File: src/rtl/ifetch.sv
// Instruction fetch unit: word-sequential fetch into a small FIFO buffer,
// with redirect support that safely retires an in-flight bus read.
module ifetch #(
    parameter logic [31:0] RESET_PC = 32'h0000_0000,
    parameter int unsigned DEPTH    = 2
) (
    input  logic        clk,
    input  logic        rst,
    output logic        mem_cs,
    output logic [31:0] mem_addr,
    input  logic [31:0] mem_rdata,
    input  logic        mem_ready,
    input  logic        redirect_valid,
    input  logic [31:0] redirect_pc,
    output logic        instr_valid,
    output logic [31:0] instr,
    output logic [31:0] instr_pc,
    input  logic        instr_ready
);

    localparam int unsigned PW = (DEPTH > 1) ? $clog2(DEPTH) : 1;
    localparam int unsigned CW = $clog2(DEPTH + 1);
    localparam logic [CW-1:0] DEPTH_C = CW'(DEPTH);
    localparam logic [PW-1:0] LAST_C  = PW'(DEPTH - 1);

    typedef enum logic {
        FETCH,
        DISCARD
    } state_e;

    state_e        state_q, state_d;
    logic [31:0]   fetch_pc_q, fetch_pc_d;
    logic [31:0]   pend_pc_q, pend_pc_d;
    logic [31:0]   data_q [DEPTH];
    logic [31:0]   data_d [DEPTH];
    logic [31:0]   pc_q [DEPTH];
    logic [31:0]   pc_d [DEPTH];
    logic [PW-1:0] head_q, head_d;
    logic [PW-1:0] tail_q, tail_d;
    logic [CW-1:0] count_q, count_d;

    logic [31:0]   redir_pc;
    logic          push;
    logic          pop;
    logic          flush;

    assign redir_pc = redirect_pc & ~32'h3;

    function automatic logic [PW-1:0] ptr_inc(input logic [PW-1:0] p);
        return (p == LAST_C) ? '0 : p + 1'b1;
    endfunction

    // Bus request: suppressed during reset; in DISCARD the stalled read is kept alive
    always_comb begin
        mem_cs = 1'b0;
        if (!rst) begin
            mem_cs = (state_q == DISCARD) || (count_q < DEPTH_C);
        end
    end

    assign mem_addr    = fetch_pc_q;
    assign instr_valid = (count_q != '0);
    assign instr       = data_q[head_q];
    assign instr_pc    = pc_q[head_q];

    // Next-state: FSM, fetch/pending PCs and FIFO bookkeeping
    always_comb begin
        state_d    = state_q;
        fetch_pc_d = fetch_pc_q;
        pend_pc_d  = pend_pc_q;
        data_d     = data_q;
        pc_d       = pc_q;
        head_d     = head_q;
        tail_d     = tail_q;
        count_d    = count_q;
        push       = 1'b0;
        flush      = 1'b0;
        pop        = (count_q != '0) && instr_ready && !redirect_valid;

        case (state_q)
            FETCH: begin
                if (redirect_valid) begin
                    flush = 1'b1;
                    if (mem_cs && !mem_ready) begin
                        // Read cannot be cancelled: hold address until it retires
                        pend_pc_d = redir_pc;
                        state_d   = DISCARD;
                    end else begin
                        fetch_pc_d = redir_pc;
                    end
                end else if (mem_cs && mem_ready) begin
                    push       = 1'b1;
                    fetch_pc_d = fetch_pc_q + 32'd4;
                end
            end
            DISCARD: begin
                if (redirect_valid) begin
                    pend_pc_d = redir_pc;
                end
                if (mem_ready) begin
                    fetch_pc_d = redirect_valid ? redir_pc : pend_pc_q;
                    state_d    = FETCH;
                end
            end
            default: state_d = FETCH;
        endcase

        if (flush) begin
            head_d  = '0;
            tail_d  = '0;
            count_d = '0;
        end else begin
            if (push) begin
                data_d[tail_q] = mem_rdata;
                pc_d[tail_q]   = fetch_pc_q;
                tail_d         = ptr_inc(tail_q);
            end
            if (pop) begin
                head_d = ptr_inc(head_q);
            end
            case ({push, pop})
                2'b10:   count_d = count_q + 1'b1;
                2'b01:   count_d = count_q - 1'b1;
                default: count_d = count_q;
            endcase
        end
    end

    // State registers with synchronous reset
    always_ff @(posedge clk) begin
        if (rst) begin
            state_q    <= FETCH;
            fetch_pc_q <= RESET_PC & ~32'h3;
            pend_pc_q  <= '0;
            data_q     <= '{default: '0};
            pc_q       <= '{default: '0};
            head_q     <= '0;
            tail_q     <= '0;
            count_q    <= '0;
        end else begin
            state_q    <= state_d;
            fetch_pc_q <= fetch_pc_d;
            pend_pc_q  <= pend_pc_d;
            data_q     <= data_d;
            pc_q       <= pc_d;
            head_q     <= head_d;
            tail_q     <= tail_d;
            count_q    <= count_d;
        end
    end

endmodule

File: config.mk
export PLATFORM = sky130hd
export DESIGN_NAME = ifetch
export DESIGN_NICKNAME = d
export VERILOG_FILES = /design/src/rtl/ifetch.sv
export SDC_FILE = /design/constraint.sdc
export NUM_CORES = 1
export LEC_CHECK = 0
export CAP_MARGIN = 10
export CORE_MARGIN = 4
export CORE_UTILIZATION = 38
export DETAILED_ROUTE_END_ITERATION = 10
export PLACE_DENSITY = 0.6
export REMOVE_ABC_BUFFERS = 1
export SLEW_MARGIN = 10
export SYNTH_ARGS = -nofsm -noshare
export SYNTH_HDL_FRONTEND = slang
export SYNTH_SLANG_ARGS = --single-unit
File: constraint.sdc
create_clock -name clk -period 3.8 [get_ports clk]
set_input_delay 0.76 -clock clk [delete_from_list [all_inputs] [get_ports clk]]
set_output_delay 0.76 -clock clk [all_outputs]
set_load 0.1 [all_outputs]
==> flow_summary_export.csv <==
group,metric,value,unit
drt,routed_wl,25400,um
final_layout,finish.net_count,1315,
setup_path,crit_chain,"clkdlybuf4s50_1",
setup_path,cp_slowest_stage_delay,1220,ps
global_routing,grt_pass1_vias,7806,
setup_path,critPathMaxFanout,11,
cts,clock_latency,430,ps
setup_path,criticalPathCategory,"reg -> out",
power_and_ir_drop,power_density,420,nW/um^2
cts,clk_pin_slew,70,ps
timing,timing.final.max_slew_violations,0,
timing,fin_skew,11.7,ps
yosys,async_flop_share,0,%
die,io_pins,167,
place,placed_cell_area,10500,um^2
global_routing,grt_overflow,0,
final_layout,design_area,11100,um^2
power_and_ir_drop,power_frac_comb,15.8,%
timing,worst-slew-pin-transition,1030,ps
global_routing,grt_pass1_wl,41300,um
power_and_ir_drop,worst_ir_drop_vdd,0.219,mV
yosys,ys_types,64,
place,gp_congestion,0.810,
setup_path,end_kind,"output pin",
status,outcome,"finished clean",
setup_path,timing.rr.end,"mem_addr[31]",
setup_path,cp-start-kind,"flop",
cts,tritoncts,"built",
die,die_w,160,um
cts,cts_buffers,17,
yosys,synth_cells,1121,
drt,wire_per_inst,16.5,um
job,cap_violations,0,
cts,cts_resized,0,
hold_path,whs_endpoint,"pend_pc_q[21]",
hold_path,hold_depth,2,
timing,max_freq,0.333,GHz
power_and_ir_drop,seqPwrFrac,47.1,%
die,coreArea,22700,um^2
die,fp.dieH,160,um
yosys,synthesis.area,8800,um^2
global_routing,grt_max_degree,155,
drt,drt_iter0_markers,449,
timing,rsz0062_at_grt,"no",
cts,cts_setup_buffers,0,
place,dp_hpwl,16500,um
drt,final_antenna_net_count,0,
power_and_ir_drop,internal_power,3280,uW
power_and_ir_drop,pwr-share-clk,37.2,%
timing,relSlewSlack,31.3,%
setup_path,worst_path_max_delay_cell,"clkdlybuf4s50_1",
final_layout,drive_above_1_share,16.8,%
hold_path,hp-start,"pend_pc_q[21]",
yosys,synth_warnings,0,
cts,cts_max_level,4,
global_routing,antenna_found_initial,1,
cts,clockBufferDepth,2,
cts,postCtsHoldBufs,0,
final_layout,areaGrowthSynthToFinish,25.7,%
setup_path,r2r-start,"mem_addr[8]",
die,die-area,25600,um^2
yosys,ys_seq_area_share,44.8,%
power_and_ir_drop,leakagePower,0.00400,uW
setup_path,path_buf_inv,1,
yosys,synth_area_per_cell,7.85,um^2
yosys,synth_edf_count,0,
drt,vias_per_cell,5.22,
final_layout,layout_commonest_cell,"nand2_1",
drt,drtPass1Iterations,5,
drt,vias,8027,
timing,tns,0,ps
timing,fin_crit_sh,78.9,%
timing,min_period,3000,ps
yosys,ys.flop_type,"dfxtp_1",
final_layout,mostFrequentLayoutCells,"359 x nand2_1, 196 x a21oi_1, 196 x dfxtp_1",
place,io_buffer_count,164,
setup_path,rr_worst_depth,5,
setup_path,required,3040,ps
power_and_ir_drop,switching_share,29.3,%
die,start_util,38.7,%
setup_path,r2r_slack,1340,ps
cts,cts_root_buf,"clkbuf_16",
setup_path,worstPathArrival,2240,ps
cts,cts.sinks,197,
timing,setup_viol,0,
hold_path,holdCritPathClass,"reg -> reg",
setup_path,crit_family,"buffers and inverters",
die,rows,55,
drt,remaining_drc_errors,0,
timing,hold_viol,0,
global_routing,grtUsageTotal,19.5,%
yosys,ys_seq_elements,197,
power_and_ir_drop,p_sw,1360,uW
final_layout,num_antenna_cells,0,
==> sequential cells by signal, indices dropped and copies added (netlist names) <==
register and flops:
state_q 1, data_q 64, tail_q 1, head_q 1, pc_q 64, mem_addr 32
pend_pc_q 32, count_q 2
==> metrics by stage <==
| stage | utilization [%] | hold slack (ps) | power (uW) | worst slack, ps | instances |
|---|---|---|---|---|---|
| 6_report | 48.7 | 449 | 4650 | 801 | 1539 |
| 5_1_grt | 48.7 | 466 | 4830 | 715 | 1539 |
| 4_1_cts | 48.7 | 450 | 4700 | 791 | 1539 |
| 3_5_place_dp | 46.3 | 442 | 2970 | 640 | 1510 |
| 3_3_place_gp | 46.3 | 438 | 2970 | 724 | 1510 |
| 2_1_floorplan | - | 426 | 2680 | 594 | 1037 |
==> power groups by stage <==
stage / clock network [uW] / registers [uW] / logic (uW)
final: 1730 / 2190 / 733
after global routing: 1850 / 2200 / 776
after CTS: 1780 / 2190 / 736
after detailed placement: 0 / 2240 / 734
after global placement: 0 / 2240 / 731
after floorplan: 0 / 2390 / 292
==> area by class of cell <==
type / instances / area [um^2]
sequential: 197 / 3950
timing repair buffer: 188 / 1700
clock buffer: 22 / 474
clock inverter: 7 / 72.6
fill: 2313 / 11700
multi-input combinational: 829 / 4460
tap: 285 / 357
inverter: 11 / 41.3
==> per-layer routing <==
metal | up-vias | wire [um] | part of all wire (%) | GRT usage [%]
li1 | 4055 | - | - | -
met1 | 3768 | 12400 | 49 | 26.4
met2 | 180 | 11600 | 46 | 31.8
met3 | 22 | 1150 | 4.5 | 4.03
met4 | 2 | 329 | 1.3 | 4.85
met5 | - | 12 | 0.047 | 0
==> cells by family (layout without fill, tap and decap cells) <==
| family | after synthesis | count (layout) | synth area share, % |
|---|---|---|---|
| xor gates and xnor gates | 4 | 4 | 0.398 |
| adders and majority gates | 2 | 2 | 0.284 |
| AOI/OAI and AO/OA | 286 | 286 | 17.9 |
| buffers and inverters | 95 | 228 | 4.57 |
| and+or+nand+nor | 468 | 468 | 23.2 |
| DFF | 197 | 197 | 44.8 |
| muxes | 69 | 69 | 8.83 |
==> cells in the mapped netlist, types with 2 or more instances <==
cell type | number | area, um^2
or2_2 | 3 | 18.8
a221o_1 | 2 | 20.0
dfxtp_1 | 197 | 3940
inv_1 | 10 | 37.5
mux2_2 | 65 | 732
a22o_1 | 3 | 26.3
o32ai_1 | 3 | 26.3
nor2_4 | 2 | 22.5
nor4b_1 | 3 | 26.3
nand2b_1 | 2 | 12.5
nor2b_1 | 2 | 12.5
or3_1 | 5 | 31.3
nor2_1 | 32 | 120
mux2i_1 | 3 | 30.0
xnor2_1 | 2 | 17.5
buf_1 | 2 | 7.51
o22ai_1 | 4 | 25.0
buf_4 | 4 | 30.0
ha_1 | 2 | 25.0
nor3_4 | 2 | 32.5
nor3b_1 | 4 | 30.0
a21oi_1 | 196 | 981
o31a_1 | 4 | 35.0
nand3_1 | 10 | 50.1
xor2_1 | 2 | 17.5
clkbuf_1 | 57 | 214
a22oi_1 | 4 | 30.0
buf_2 | 20 | 100
and3_1 | 9 | 56.3
nand4_2 | 3 | 37.5
o31ai_1 | 2 | 15.0
nand2_1 | 361 | 1360
a31oi_1 | 8 | 50.1
o211ai_1 | 6 | 45.0
a21o_1 | 3 | 22.5
nor4_1 | 3 | 18.8
nor3_1 | 11 | 55.1
nand4_1 | 5 | 31.3
o21ai_0 | 40 | 200
==> worst max-delay path by stage <==
stage / start / endpoint / slack [ps] / depth (start not counted)
after floorplan: head_q / instr[0] / 590 / 1
final: mem_addr[8] / mem_addr[8] / 800 / 1
after CTS: mem_addr[8] / mem_addr[8] / 790 / 1
after global routing: mem_addr[8] / mem_addr[8] / 710 / 1
after global placement: redirect_valid / pc_q[56] / 720 / 8
after detailed placement: redirect_valid / data_q[35] / 640 / 8
No activity file was read; power rests on OpenSTA's default activity.
